[src/rtl/uart_transmitter_if.sv]
// Byte-source to transmitter handshake plus the serial line and status outputs.
// The host drives through master; the transmitter drives through slave.
interface uart_transmitter_if;
  logic [7:0] txData;
  logic       txValid;
  logic       txReady;
  logic       txOut;
  logic       busy;
  logic       done;

  modport master (output txData, txValid, input txReady, txOut, busy, done);
  modport slave  (input txData, txValid, output txReady, txOut, busy, done);
endinterface

[src/rtl/uart_transmitter.sv]
// UART transmitter: start bit, 8 data bits LSB first, STOP_BITS stop bits.
// Each bit is held for CLKS_PER_BIT clocks; back-to-back frames have no idle gap.
module uart_transmitter #(
  parameter int CLKS_PER_BIT = 1,
  parameter int STOP_BITS    = 1
) (
  input  logic               clk,
  input  logic               rst,
  uart_transmitter_if.slave  tx
);
  localparam int BW = ($clog2(CLKS_PER_BIT + 1) < 1) ? 1 : $clog2(CLKS_PER_BIT + 1);

  typedef enum logic [1:0] {IDLE, START, SEND, STOP} state_t;

  state_t        state, nxt_state;
  logic [7:0]    shreg, nxt_shreg;
  logic [2:0]    bitcnt, nxt_bitcnt;
  logic [BW-1:0] baud, nxt_baud;
  logic          stopcnt, nxt_stopcnt;
  logic          txout_q, nxt_txout;
  logic          bit_end, last_stop, accept;

  assign bit_end   = (baud == BW'(CLKS_PER_BIT - 1));
  assign last_stop = (state == STOP) && bit_end && (stopcnt == 1'(STOP_BITS - 1));

  assign tx.txReady = (state == IDLE) || last_stop;
  assign tx.busy    = (state != IDLE);
  assign tx.done    = last_stop;
  assign tx.txOut   = txout_q;
  assign accept     = tx.txValid && tx.txReady;

  always_ff @(posedge clk) begin
    if (!rst) begin
      state   <= IDLE;
      shreg   <= '0;
      bitcnt  <= '0;
      baud    <= '0;
      stopcnt <= 1'b0;
      txout_q <= 1'b1;
    end else begin
      state   <= nxt_state;
      shreg   <= nxt_shreg;
      bitcnt  <= nxt_bitcnt;
      baud    <= nxt_baud;
      stopcnt <= nxt_stopcnt;
      txout_q <= nxt_txout;
    end
  end

  always_comb begin
    nxt_state   = state;
    nxt_shreg   = shreg;
    nxt_bitcnt  = bitcnt;
    nxt_stopcnt = stopcnt;
    nxt_baud    = bit_end ? '0 : baud + BW'(1);
    case (state)
      IDLE: begin
        nxt_baud = '0;
        if (accept) begin
          nxt_state = START;
          nxt_shreg = tx.txData;
        end
      end
      START: if (bit_end) nxt_state = SEND;
      SEND: begin
        if (bit_end) begin
          nxt_shreg  = {1'b0, shreg[7:1]};
          nxt_bitcnt = bitcnt + 3'd1;
          if (bitcnt == 3'd7) nxt_state = STOP;
        end
      end
      STOP: begin
        if (last_stop) begin
          nxt_stopcnt = 1'b0;
          // A byte accepted on the last stop clock starts its frame immediately.
          if (accept) begin
            nxt_state = START;
            nxt_shreg = tx.txData;
          end else begin
            nxt_state = IDLE;
          end
        end else if (bit_end) begin
          nxt_stopcnt = 1'b1;
        end
      end
      default: nxt_state = IDLE;
    endcase
    // txOut is registered, so it is loaded with the level of the state being entered.
    case (nxt_state)
      START:   nxt_txout = 1'b0;
      SEND:    nxt_txout = nxt_shreg[0];
      default: nxt_txout = 1'b1;
    endcase
  end
endmodule

[src/flat_wrapper.sv]
// flat-port wrapper written by rule: the top's interface ports become plain ports
module uart_transmitter_flat 
#(
  parameter int CLKS_PER_BIT = 1,
  parameter int STOP_BITS    = 1
)
  (clk, rst, tx_txData, tx_txValid, tx_txReady, tx_txOut, tx_busy, tx_done);
  uart_transmitter_if tx_i ();
  input  logic clk;
  input  logic rst;
  input wire logic [$bits(tx_i.txData)-1:0] tx_txData;
  input wire logic [$bits(tx_i.txValid)-1:0] tx_txValid;
  output wire logic [$bits(tx_i.txReady)-1:0] tx_txReady;
  output wire logic [$bits(tx_i.txOut)-1:0] tx_txOut;
  output wire logic [$bits(tx_i.busy)-1:0] tx_busy;
  output wire logic [$bits(tx_i.done)-1:0] tx_done;
  assign tx_i.txData = tx_txData;
  assign tx_i.txValid = tx_txValid;
  assign tx_txReady = tx_i.txReady;
  assign tx_txOut = tx_i.txOut;
  assign tx_busy = tx_i.busy;
  assign tx_done = tx_i.done;
  uart_transmitter #(.CLKS_PER_BIT(CLKS_PER_BIT), .STOP_BITS(STOP_BITS)) u_core (.clk(clk), .rst(rst), .tx(tx_i));
endmodule
[config.mk]
export PLATFORM = sky130hd
export DESIGN_NAME = uart_transmitter_flat
export DESIGN_NICKNAME = d
export VERILOG_FILES = /design/src/rtl/uart_transmitter_if.sv /design/src/rtl/uart_transmitter.sv /design/src/flat_wrapper.sv
export SDC_FILE = /design/constraint.sdc
export NUM_CORES = 1
export LEC_CHECK = 0
export CAP_MARGIN = 10
export CORE_MARGIN = 10
export CORE_UTILIZATION = 40
export DETAILED_ROUTE_END_ITERATION = 12
export PLACE_DENSITY_LB_ADDON = 0.05
export SKIP_CTS_REPAIR_TIMING = 1
export SLEW_MARGIN = 20
export SYNTH_ARGS = -nofsm -noshare
export SYNTH_HDL_FRONTEND = slang
export SYNTH_SLANG_ARGS = --single-unit
[constraint.sdc]
create_clock -name clk -period 1.8 [get_ports clk]
set_clock_uncertainty 0.05 [all_clocks]
set_input_delay 0.36 -clock clk [delete_from_list [all_inputs] [get_ports clk]]
set_output_delay 0.36 -clock clk [all_outputs]
set_load 0.005 [all_outputs]
**Yosys cells after proc, flatten, opt, wreduce, memory -nomap -nowiden**

Cells that the tools add are included.
W data, S select, Z words.

- Output and inout port bits: 4
- Word-level logic and storage cells: 46
- Bits in registers: 16

- $add $sub $neg: 2
- Reductions and logical operators: 11
- Mux-type cells: 14
- Bitwise gates (word level): 3
- Eq/ne operators: 9

Operator list:

| kind | number |
|---|---|
| $mux W8 | 3 |
| $pmux W8 S3 | 1 |
| $mux W2 | 5 |
| $pmux W2 S4 | 1 |
| $eq A2 B2 Y1 const B | 3 |
| $eq A2 B1 Y1 const B | 2 |
| $ne A2 B2 Y1 const B | 2 |
| $reduce_and A2 Y1 | 2 |
| $add A3 B1 Y3 const B | 1 |
| $eq A3 B3 Y1 const B | 1 |
| $logic_and A1 B1 Y1 | 3 |
| $mux W1 | 3 |
| $not A1 Y1 | 3 |
| $reduce_and A3 Y1 | 1 |
| $reduce_bool A3 Y1 | 1 |
| $reduce_or A3 Y1 | 1 |
| $logic_not A2 Y1 | 1 |
| $ne A2 B1 Y1 const B | 1 |
| $pmux W1 S2 | 1 |
| $reduce_bool A2 Y1 | 1 |
| $add A1 B1 Y1 const B | 1 |
| $logic_or A1 B1 Y1 | 1 |

**Longest topological paths before layout**

Gate-level depths: netlist of run 1.

- Word-level depth: 10
- Gate-level depth with buffers: 6
- Mapped depth without buffers: 6

**Worst setup path after synthesis of run 1**

OpenSTA, ideal clock, no wires.

- Path type: flip-flop to flip-flop
- From: register u_core.state[1]
- To: register u_core.shreg[1]
- Required time: 1628 ps
- Arrival: 1353 ps
- Path buffers: 2
- Stages on the path, launching flop included: 6
- Setup time: 122 ps
- Path slack: 275 ps
- Path through: dfxtp_1 buf_6 or3b_1 and3_4 buf_6 a221o_1

- Longest elaborated chain between the ends: 8
- Elaborated cells between the ends (all ways): 14

Ends and longest elaborated chain:

| element | line | text |
|---|---|---|
| start: declaration | uart_transmitter.sv:15 | `state_t state, nxt_state;` |
| start signal: assignment | uart_transmitter.sv:41 | `state <= nxt_state;` |
| $eq A2 B2 Y1 | uart_transmitter.sv:24, uart_transmitter.sv:56 |  |
| $logic_and A1 B1 Y1 (2 in a row) | uart_transmitter.sv:24 | `assign last_stop = (state == STOP) && bit_end && (stopcnt == 1'(STOP_BITS - 1));` |
| $logic_or A1 B1 Y1 | uart_transmitter.sv:26 | `assign tx.txReady = (state == IDLE) \|\| last_stop;` |
| $logic_and A1 B1 Y1 | uart_transmitter.sv:30 | `assign accept = tx.txValid && tx.txReady;` |
| $mux W8 (2 in a row) | - |  |
| $pmux W8 S3 | uart_transmitter.sv:56 | `case (state)` |
| end signal: assignment | uart_transmitter.sv:42 | `shreg <= nxt_shreg;` |
| end: declaration | uart_transmitter.sv:16 | `logic [7:0] shreg, nxt_shreg;` |

Parallel ways exist; a longest one is shown, timed or not. The select of a mux whose other input is x is not followed.
A chain may end at the register's enable or synchronous reset.

**Final worst setup path of run 1**

- From: register u_core.state[1]
- To: output tx_busy

- Longest elaborated chain between the ends: 1

Ends and longest elaborated chain:

| element | line | text |
|---|---|---|
| $reduce_bool A2 Y1 | uart_transmitter.sv:27 | `assign tx.busy = (state != IDLE);` |
| end: declaration | flat_wrapper.sv:15 | `output wire logic [$bits(tx_i.busy)-1:0] tx_busy;` |

No other way between the ends.

==> metrics.yaml, run 1 <==
route:
  vias: 639
  first_pass_iters: 4
  detailedRoute.firstIterationViolations: 14
  remaining_drc_errors: 0
  detail_route.wirelength_um: 1640
  antenna_left: 0
  viasPerCell: 4.99
  wire_per_inst_um: 12.8
placement:
  dp_cells: 124
  pre_cts_ws_ns: -0.138
  portBuffers: 14
  post-dp-hpwl_um: 1270
  detailed_place.area_um2: 978
  gp_congestion: 0.812
cts:
  cts.htree.levels: 1
  buffer_cell_driving_the_clock_tree_root: "clkbuf_4"
  tritoncts: "built"
  ctsLongestPathBuffers: 2
  cts_inserted_buffers: 3
  path_clk_slew_ns: 0.09
  cts_num_sinks: 16
  worstSkewPairLatency_ns: 0.28
floorplan:
  initial_core_util_pct: 42.7
  die_area_um2: 3990
  core_um2: 1750
  io-pin-count: 15
  height_of_the_die_um: 63.2
  fp-row-count: 15
  chip_width_um: 63.2
finish:
  finish.net_count: 117
  post_layout_nonfiller_instances: 128
  finalCoreUtilization_pct: 58.7
  multi_input_gate_area_in_the_final_layout_um2: 377
  layout.cells.most_common: "dfxtp_1"
  layout_common_cells: "dfxtp_1 (14), buf_4 (13), clkdlybuf4s50_1 (12)"
  n_antenna_cell: 0
  seqCellArea_um2: 323
  final_design_instance_area_without_fill_um2: 1020
  layout.filler_cells: 167
  synthToLayoutAreaGrowth_pct: 37.4
  drive_gt1_share_pct: 23.3
logic_synthesis:
  synth_top_family_by_area: "simple AND/OR/NAND/NOR gates"
  sequential_area_share_after_synthesis_pct: 43.0
  mappedNetlistArea_um2: 746
  mappedNetlistNets: 90
  synth-compound-area-share_pct: 18.5
  synthesis.yosys.warnings: 0
  yosys.cell_types.count: 30
  ys_ff_latch: 16
  synth.mux.area_fraction_pct: 5.37
  synth-simple-area-share_pct: 21.3
  synth_fa_ha_area_share_pct: 3.36
  post_syn_instances: 77
  synth_xor_xnor_area_share_pct: 1.17
  postSynthAreaPerCell_um2: 9.68
timing:
  totalNegativeSetupSlack_ns: 0
  min_cycle_time_layout_ns: 1.69
  whs_ns: 0.440
  final-setup-viol-count: 0
  hold_violations: 0
  layout_setup_ws_ns: 0.114
  grt_setup_unrepaired: "no"
  fmax_mhz: 593
  finalMaxSlewViolations: 0
  fin_crit_sh_pct: 93.7
min_path:
  min_from: "u_core.shreg[2]"
  hold_path_depth: 1
  endpoint_with_the_worst_hold_slack: "u_core.shreg[2]"
  type_of_the_most_critical_hold_path: "register to register"
worst_setup_path:
  sort_of_element_at_the_end_of_the_critical_path: "output port"
  start_kind: "register"
  r2r.worst_path.cells: 4
  rr_endpoint: "u_core.shreg[5]"
  worstPathMaxFanout: 3
  buffers_plus_inverters_on_the_worst_setup_path: 2
  critical-path-slowest-cell: "clkdlybuf4s50_1"
  timing.rr.start: "u_core.state[1]"
  critPathKind: "register to output port"
  worstPathArrival_ns: 1.28
  path_cells: "nor2_2 -> inv_1 -> clkdlybuf4s50_1"
  reg2reg_setup_slack_ns: 0.22
  critical_path.top_delay_family: "buffers and inverters"
  timing.critical_path.required_ns: 1.39
  cpPeakStageDelay_ns: 0.49
global_route:
  grt_first_pass_wirelength_um: 2910
  grt_pass1_vias: 648
  grt_util_overall_pct: 8.73
  globalRouteOverflowTotal: 0
  grt_max_degree: 12
  antenna_violations_before_repair: 0
run_status:
  status: "complete, no violations"
power_and_ir_drop:
  report.power.total_uw: 772
  powerDensity_nw_per_um2: 753
  peak_supply_drop_v: 0.000394
  power.static_leakage_nw: 0.477
flow_run:
  drv.max_cap_violation_count: 0
==> cells by family (layout without fill, tap and decap cells) <==
group,count (synthesis),count (layout)
other,1,1
muxes,4,4
and+or+nand+nor,26,26
xor gates and xnor gates,1,1
DFF,16,16
adders and majority gates,2,2
AOI/OAI and AO/OA,18,18
buffers and inverters,9,35
==> synth_stat cells, drive strengths merged <==
cell | instances | share of area, %
a211oi | 1 | 1.0
a21oi | 1 | 0.67
a221o | 6 | 8.1
a221oi | 1 | 1.2
a22o | 2 | 2.3
a31oi | 1 | 0.84
and2 | 2 | 1.7
and3 | 7 | 6.5
and4bb | 1 | 1.7
buf | 4 | 4.4
clkbuf | 1 | 0.50
conb | 1 | 0.50
dfxtp | 16 | 43
ha | 2 | 3.4
inv | 4 | 2.0
mux2i | 4 | 5.4
nand2 | 1 | 0.50
nor2 | 7 | 3.9
nor2b | 2 | 1.7
nor3 | 2 | 1.3
nor3b | 2 | 2.0
o21ai | 5 | 3.4
o21bai | 1 | 1.0
or2 | 1 | 0.84
or3b | 1 | 1.2
xnor2 | 1 | 1.2
==> worst reg2reg max path: stages, from the launching register on <==
cell and delay, ns:
dfxtp_1 0.34, buf_4 0.17, or3b_1 0.41, and3_4 0.22
a221o_1 0.29
==> worst max path at each step <==
stage	startpoint	endpoint	depth (start not counted)
3_3_place_gp	tx_txValid	u_core.shreg[5]	4
2_1_floorplan	u_core.state[1]	u_core.shreg[1]	5
6_report	u_core.state[1]	tx_busy	3
5_1_grt	u_core.state[1]	tx_busy	3
3_5_place_dp	tx_txValid	u_core.shreg[5]	4
4_1_cts	u_core.baud	tx_txReady	3
==> final cells by class <==
class | instances | area share, %
Tap cell | 25 | 3.05
Inverter | 4 | 1.47
Sequential cell | 16 | 31.5
Clock buffer | 4 | 3.54
Multi-Input combinational cell | 52 | 36.8
Timing Repair Buffer | 27 | 23.7
==> sequential cells by signal, summed over array words and instances (netlist names) <==
signal and cells:
u_core.shreg 8, u_core.bitcnt 3, u_core.baud 1, u_core.tx.txOut 1, u_core.stopcnt 1, u_core.state 2
==> power by group <==
part / total (mW) / switching [mW] / internal (mW)
logic: 0.146 / 0.0584 / 0.0874
clock network: 0.236 / 0.113 / 0.123
registers: 0.390 / 0.0129 / 0.377
total: 0.772 / 0.184 / 0.588
==> layer usage <==
layer	track usage, %	routed length (um)	share of wire (%)	vias up
met5	0	0	0	-
met4	0.820	0	0	0
met3	4.24	80	4.9	0
met2	13.7	795	48	15
met1	10.9	768	47	295
li1	-	-	-	329
No activity file was read; power rests on OpenSTA's default activity.
==> run 2: changes to the inputs <==
- DONT_BUFFER_PORTS: unset -> 1
- REMOVE_ABC_BUFFERS: unset -> 1
- SLEW_MARGIN: 20 -> unset
==> metrics.yaml, run 2 (synthesis gave the netlist of run 1 again) <==
power_and_ir_drop:
  power.static_leakage_nw: 0.337
  p_int_uw: 493
  power.clock.fraction_pct: 27.6
  peak_supply_drop_v: 0.000357
  p_sw_uw: 158
  comb_power_share_pct: 11.8
  powerDensity_nw_per_um2: 835
  power.sequential.fraction_pct: 60.7
  power_switching_share_pct: 24.2
worst_setup_path:
  critPathKind: "register to output port"
  worstPathArrival_ns: 1.30
  timing.critical_path.required_ns: 1.39
  critical-path-slowest-cell: "dfxtp_1"
  worstPathMaxFanout: 11
  sort_of_element_at_the_end_of_the_critical_path: "output port"
  r2r.worst_path.cells: 4
  path_cells: "and4bb_2 -> or2_2"
  cpPeakStageDelay_ns: 0.40
  start_kind: "register"
floorplan:
  core_um2: 1750
  die_area_um2: 3990
  initial_core_util_pct: 42.7
  fp-row-count: 15
  chip_width_um: 63.2
  height_of_the_die_um: 63.2
  io-pin-count: 15
timing:
  grt_setup_unrepaired: "no"
  totalNegativeSetupSlack_ns: 0
  fin_crit_sh_pct: 94.9
  finalMaxSlewViolations: 0
  hold_violations: 0
  min_cycle_time_layout_ns: 1.71
  fmax_mhz: 585
  final-setup-viol-count: 0
global_route:
  grt_util_overall_pct: 7.78
  grt_first_pass_wirelength_um: 2470
  grt_pass1_vias: 544
  globalRouteOverflowTotal: 0
  grt_max_degree: 12
  antenna_violations_before_repair: 0
route:
  remaining_drc_errors: 0
  met2_length_um: 671
  first_pass_iters: 4
  met3WireLength_um: 107
  route.top_layer_used: "met4"
  detailedRoute.firstIterationViolations: 15
  antenna_left: 0
  vias: 539
  wire_per_inst_um: 14.7
  detail_route.wirelength.met1_um: 710
  viasPerCell: 5.28
  detail_route.wirelength_um: 1500
cts:
  buffer_cell_driving_the_clock_tree_root: "clkbuf_4"
  cts_num_sinks: 16
  ctsLongestPathBuffers: 2
  path_clk_slew_ns: 0.09
  cts.htree.levels: 1
  worstSkewPairLatency_ns: 0.28
  tritoncts: "built"
  cts_inserted_buffers: 3
placement:
  gp_congestion: 0.746
  post-dp-hpwl_um: 1140
  portBuffers: 0
flow_run:
  drv.max_cap_violation_count: 0
finish:
  drive_gt1_share_pct: 13.0
  layout.cells.most_common: "dfxtp_1"
  synthToLayoutAreaGrowth_pct: 4.53
  finalCoreUtilization_pct: 44.7
  largestRegisters: "u_core.shreg x8, u_core.bitcnt x3, u_core.state x2"
  finish.net_count: 92
  registers.top_by_ff_count: "u_core.shreg"
  n_antenna_cell: 0
  largest_register_ffs: 8
  layout_common_cells: "dfxtp_1 (15), nor2_1 (6), and3_1 (6), a221o_1 (6)"
min_path:
  hold_path_depth: 1
  type_of_the_most_critical_hold_path: "input port to register"
run_status:
  status: "complete, no violations"
-- run 2: cell count changes in the layout (fill, tap and decap cells not counted) --
cell	delta
dfxtp_1	+1
nor2_1	+1
buf_4	-11
clkdlybuf4s50_1	-12
dlymetal6s2s_1	-2
nor2_2	-1
dfxtp_2	-1
clkbuf_8	-1
-- run 2: final timing paths --
kind	endpoint	slack, ns	start
worst min register to register	u_core.shreg[4]	0.43	u_core.shreg[4]
worst min-delay path	u_core.tx.txOut	0.11	rst
worst max-delay path	tx_txReady	0.09	u_core.state[1]
worst max register to register	u_core.shreg[1]	0.21	u_core.state[1]
-- run 2: metrics by stage --
step	worst slack [ns]	power [mW]	std cells	instance area (um2)	hold slack, ns
after global routing	0.0162	0.691	102	779	0.0976
after detailed placement	0.210	0.480	99	756	0.395
final	0.0910	0.651	102	779	0.107
after global placement	0.227	0.480	99	756	0.395
after CTS	0.0507	0.665	102	778	0.0975
after floorplan	0.158	0.461	72	709	0.390
-- run 2: layer usage --
| layer | up-vias | global-route usage (%) |
|---|---|---|
| li1 | 279 | - |
| met2 | 13 | 12.3 |
| met4 | 0 | 2.46 |
| met3 | 2 | 4.42 |
| met1 | 245 | 8.63 |
| met5 | - | 0 |
-- run 2: power groups by stage --
stage / clock network (mW) / registers (mW) / logic [mW]
finish: 0.180 / 0.395 / 0.0765
global route: 0.205 / 0.398 / 0.0877
CTS: 0.192 / 0.395 / 0.0774
detailed placement: 0 / 0.403 / 0.0769
global placement: 0 / 0.403 / 0.0767
floorplan: 0 / 0.398 / 0.0630
-- run 2: final cells by class --
type                    instances  area, um2
well taps                      25       31.3
inverters                       4       15.0
multi-input cells              52        374
repair buffers                  2       15.0
clock buffers                   3       22.5
flip-flops and latches         16        322
fillers                       169        966
-- run 2: critical path: cells and delay by family, from the launching register on --
kind	cells	cell delay, ns
flip-flops	1	0.40
AND/OR/NAND/NOR	2	0.63
==> run 3: changes to the inputs <==
- CELL_PAD_IN_SITES_DETAIL_PLACEMENT: unset -> 1
- CELL_PAD_IN_SITES_GLOBAL_PLACEMENT: unset -> 2
- CORE_UTILIZATION: 40 -> 36
==> metrics.yaml, run 3 (synthesis gave the netlist of run 1 again) <==
run_status:
  status: "complete, no violations"
timing:
  grt_setup_unrepaired: "no"
  fin_crit_sh_pct: 96.8
  finalMaxSlewViolations: 0
  layout_setup_ws_ns: 0.0584
  hold_violations: 0
  fmax_mhz: 574
  final-setup-viol-count: 0
  min_cycle_time_layout_ns: 1.74
worst_setup_path:
  timing.critical_path.required_ns: 1.39
  reg2reg_setup_slack_ns: 0.22
  rr_endpoint: "u_core.shreg[0]"
  timing.rr.start: "u_core.state[1]"
  critPathKind: "register to output port"
  r2r.worst_path.cells: 5
  worstPathArrival_ns: 1.33
  cpPeakStageDelay_ns: 0.38
  start_kind: "register"
  critical-path-slowest-cell: "dfxtp_4"
  path_cells: "and4bb_2 -> buf_4 -> or2_2"
  worstPathMaxFanout: 6
  sort_of_element_at_the_end_of_the_critical_path: "output port"
min_path:
  min_from: "rst"
  endpoint_with_the_worst_hold_slack: "u_core.tx.txOut"
  hold_path_depth: 1
  type_of_the_most_critical_hold_path: "input port to register"
flow_run:
  drv.max_cap_violation_count: 0
floorplan:
  initial_core_util_pct: 38.0
  core_um2: 1960
  io-pin-count: 15
  die_area_um2: 4290
  chip_width_um: 65.5
  height_of_the_die_um: 65.5
  fp-row-count: 16
route:
  detailedRoute.firstIterationViolations: 29
  detail_route.wirelength_um: 1710
  vias: 585
  viasPerCell: 5.32
  first_pass_iters: 4
  wire_per_inst_um: 15.5
  antenna_left: 0
  remaining_drc_errors: 0
finish:
  layout.cells.most_common: "dfxtp_1"
  registers.top_by_ff_count: "u_core.shreg"
  finalCoreUtilization_pct: 42.6
  largestRegisters: "u_core.shreg x8, u_core.bitcnt x3, u_core.state x2"
  finish.net_count: 98
  layout_common_cells: "dfxtp_1 (12), buf_4 (8), nor2_1 (6), and3_1 (6), a221o_1 (6)"
  largest_register_ffs: 8
  synthToLayoutAreaGrowth_pct: 12.1
  drive_gt1_share_pct: 22.9
  n_antenna_cell: 0
  layout.filler_cells: 251
cts:
  cts.htree.levels: 1
  path_clk_slew_ns: 0.09
  ctsLongestPathBuffers: 2
  tritoncts: "built"
  cts_inserted_buffers: 3
  buffer_cell_driving_the_clock_tree_root: "clkbuf_4"
  cts_num_sinks: 16
  worstSkewPairLatency_ns: 0.28
power_and_ir_drop:
  powerDensity_nw_per_um2: 797
  peak_supply_drop_v: 0.000418
  power.static_leakage_nw: 0.370
global_route:
  grt_max_degree: 12
  antenna_violations_before_repair: 0
  grt_pass1_vias: 559
  grt_first_pass_wirelength_um: 2630
  globalRouteOverflowTotal: 0
  grt_util_overall_pct: 8.08
placement:
  post-dp-hpwl_um: 1230
  portBuffers: 0
  pre_cts_ws_ns: 0.219
  gp_congestion: 0.730
run 3: worst max-delay path: cells and delay by family (launching register included):
kind | cells | cell delay [ns]
buffers and inverters | 1 | 0.15
flip-flops | 1 | 0.38
AND/OR/NAND/NOR | 2 | 0.52
run 3: how the worst max path moves through the flow:
stage | cells after the start | start | slack (ns) | endpoint
global placement | 4 | u_core.baud | 0.27 | u_core.shreg[4]
CTS | 3 | u_core.baud | -0.06 | tx_txReady
finish | 3 | u_core.baud | 0.06 | tx_txReady
detailed placement | 4 | u_core.baud | 0.22 | u_core.shreg[5]
floorplan | 3 | u_core.state[1] | 0.16 | u_core.bitcnt[1]
global route | 3 | u_core.baud | 0.0008 | tx_txReady
run 3: stage by stage:
| step | hold WS, ns | area (um2) | power (mW) | TNS (ns) | std cells |
|---|---|---|---|---|---|
| after global routing | 0.0992 | 836 | 0.706 | 0 | 110 |
| after global placement | 0.393 | 766 | 0.482 | 0 | 102 |
| final | 0.105 | 836 | 0.666 | 0 | 110 |
| after floorplan | 0.390 | 709 | 0.461 | 0 | 72 |
| after detailed placement | 0.403 | 766 | 0.482 | 0 | 102 |
| after CTS | 0.0913 | 788 | 0.674 | -0.0572 | 105 |
run 3: final cells by class:
class | instances | area, um2 | share of cell area, %
multi-input combinational | 52 | 374 | 44.8
sequential | 16 | 330 | 39.5
timing repair buffer | 8 | 60.1 | 7.19
tap | 27 | 33.8 | 4.04
clock buffer | 3 | 22.5 | 2.69
inverter | 4 | 15.0 | 1.80
run 3: power breakdown:
| group | switching [mW] | total, mW | internal [mW] |
|---|---|---|---|
| clock | 0.107 | 0.184 | 0.0777 |
| combinational | 0.0424 | 0.0888 | 0.0464 |
| sequential | 0.0169 | 0.393 | 0.376 |
run 3: per-layer routing:
metal | vias to the layer above | GRT usage (%) | part of all wire [%]
met2 | 17 | 11.8 | 45
met4 | 0 | 5.61 | 1.9
met1 | 273 | 8.62 | 43
met3 | 4 | 4.58 | 10
li1 | 291 | - | -
met5 | - | 0 | 0
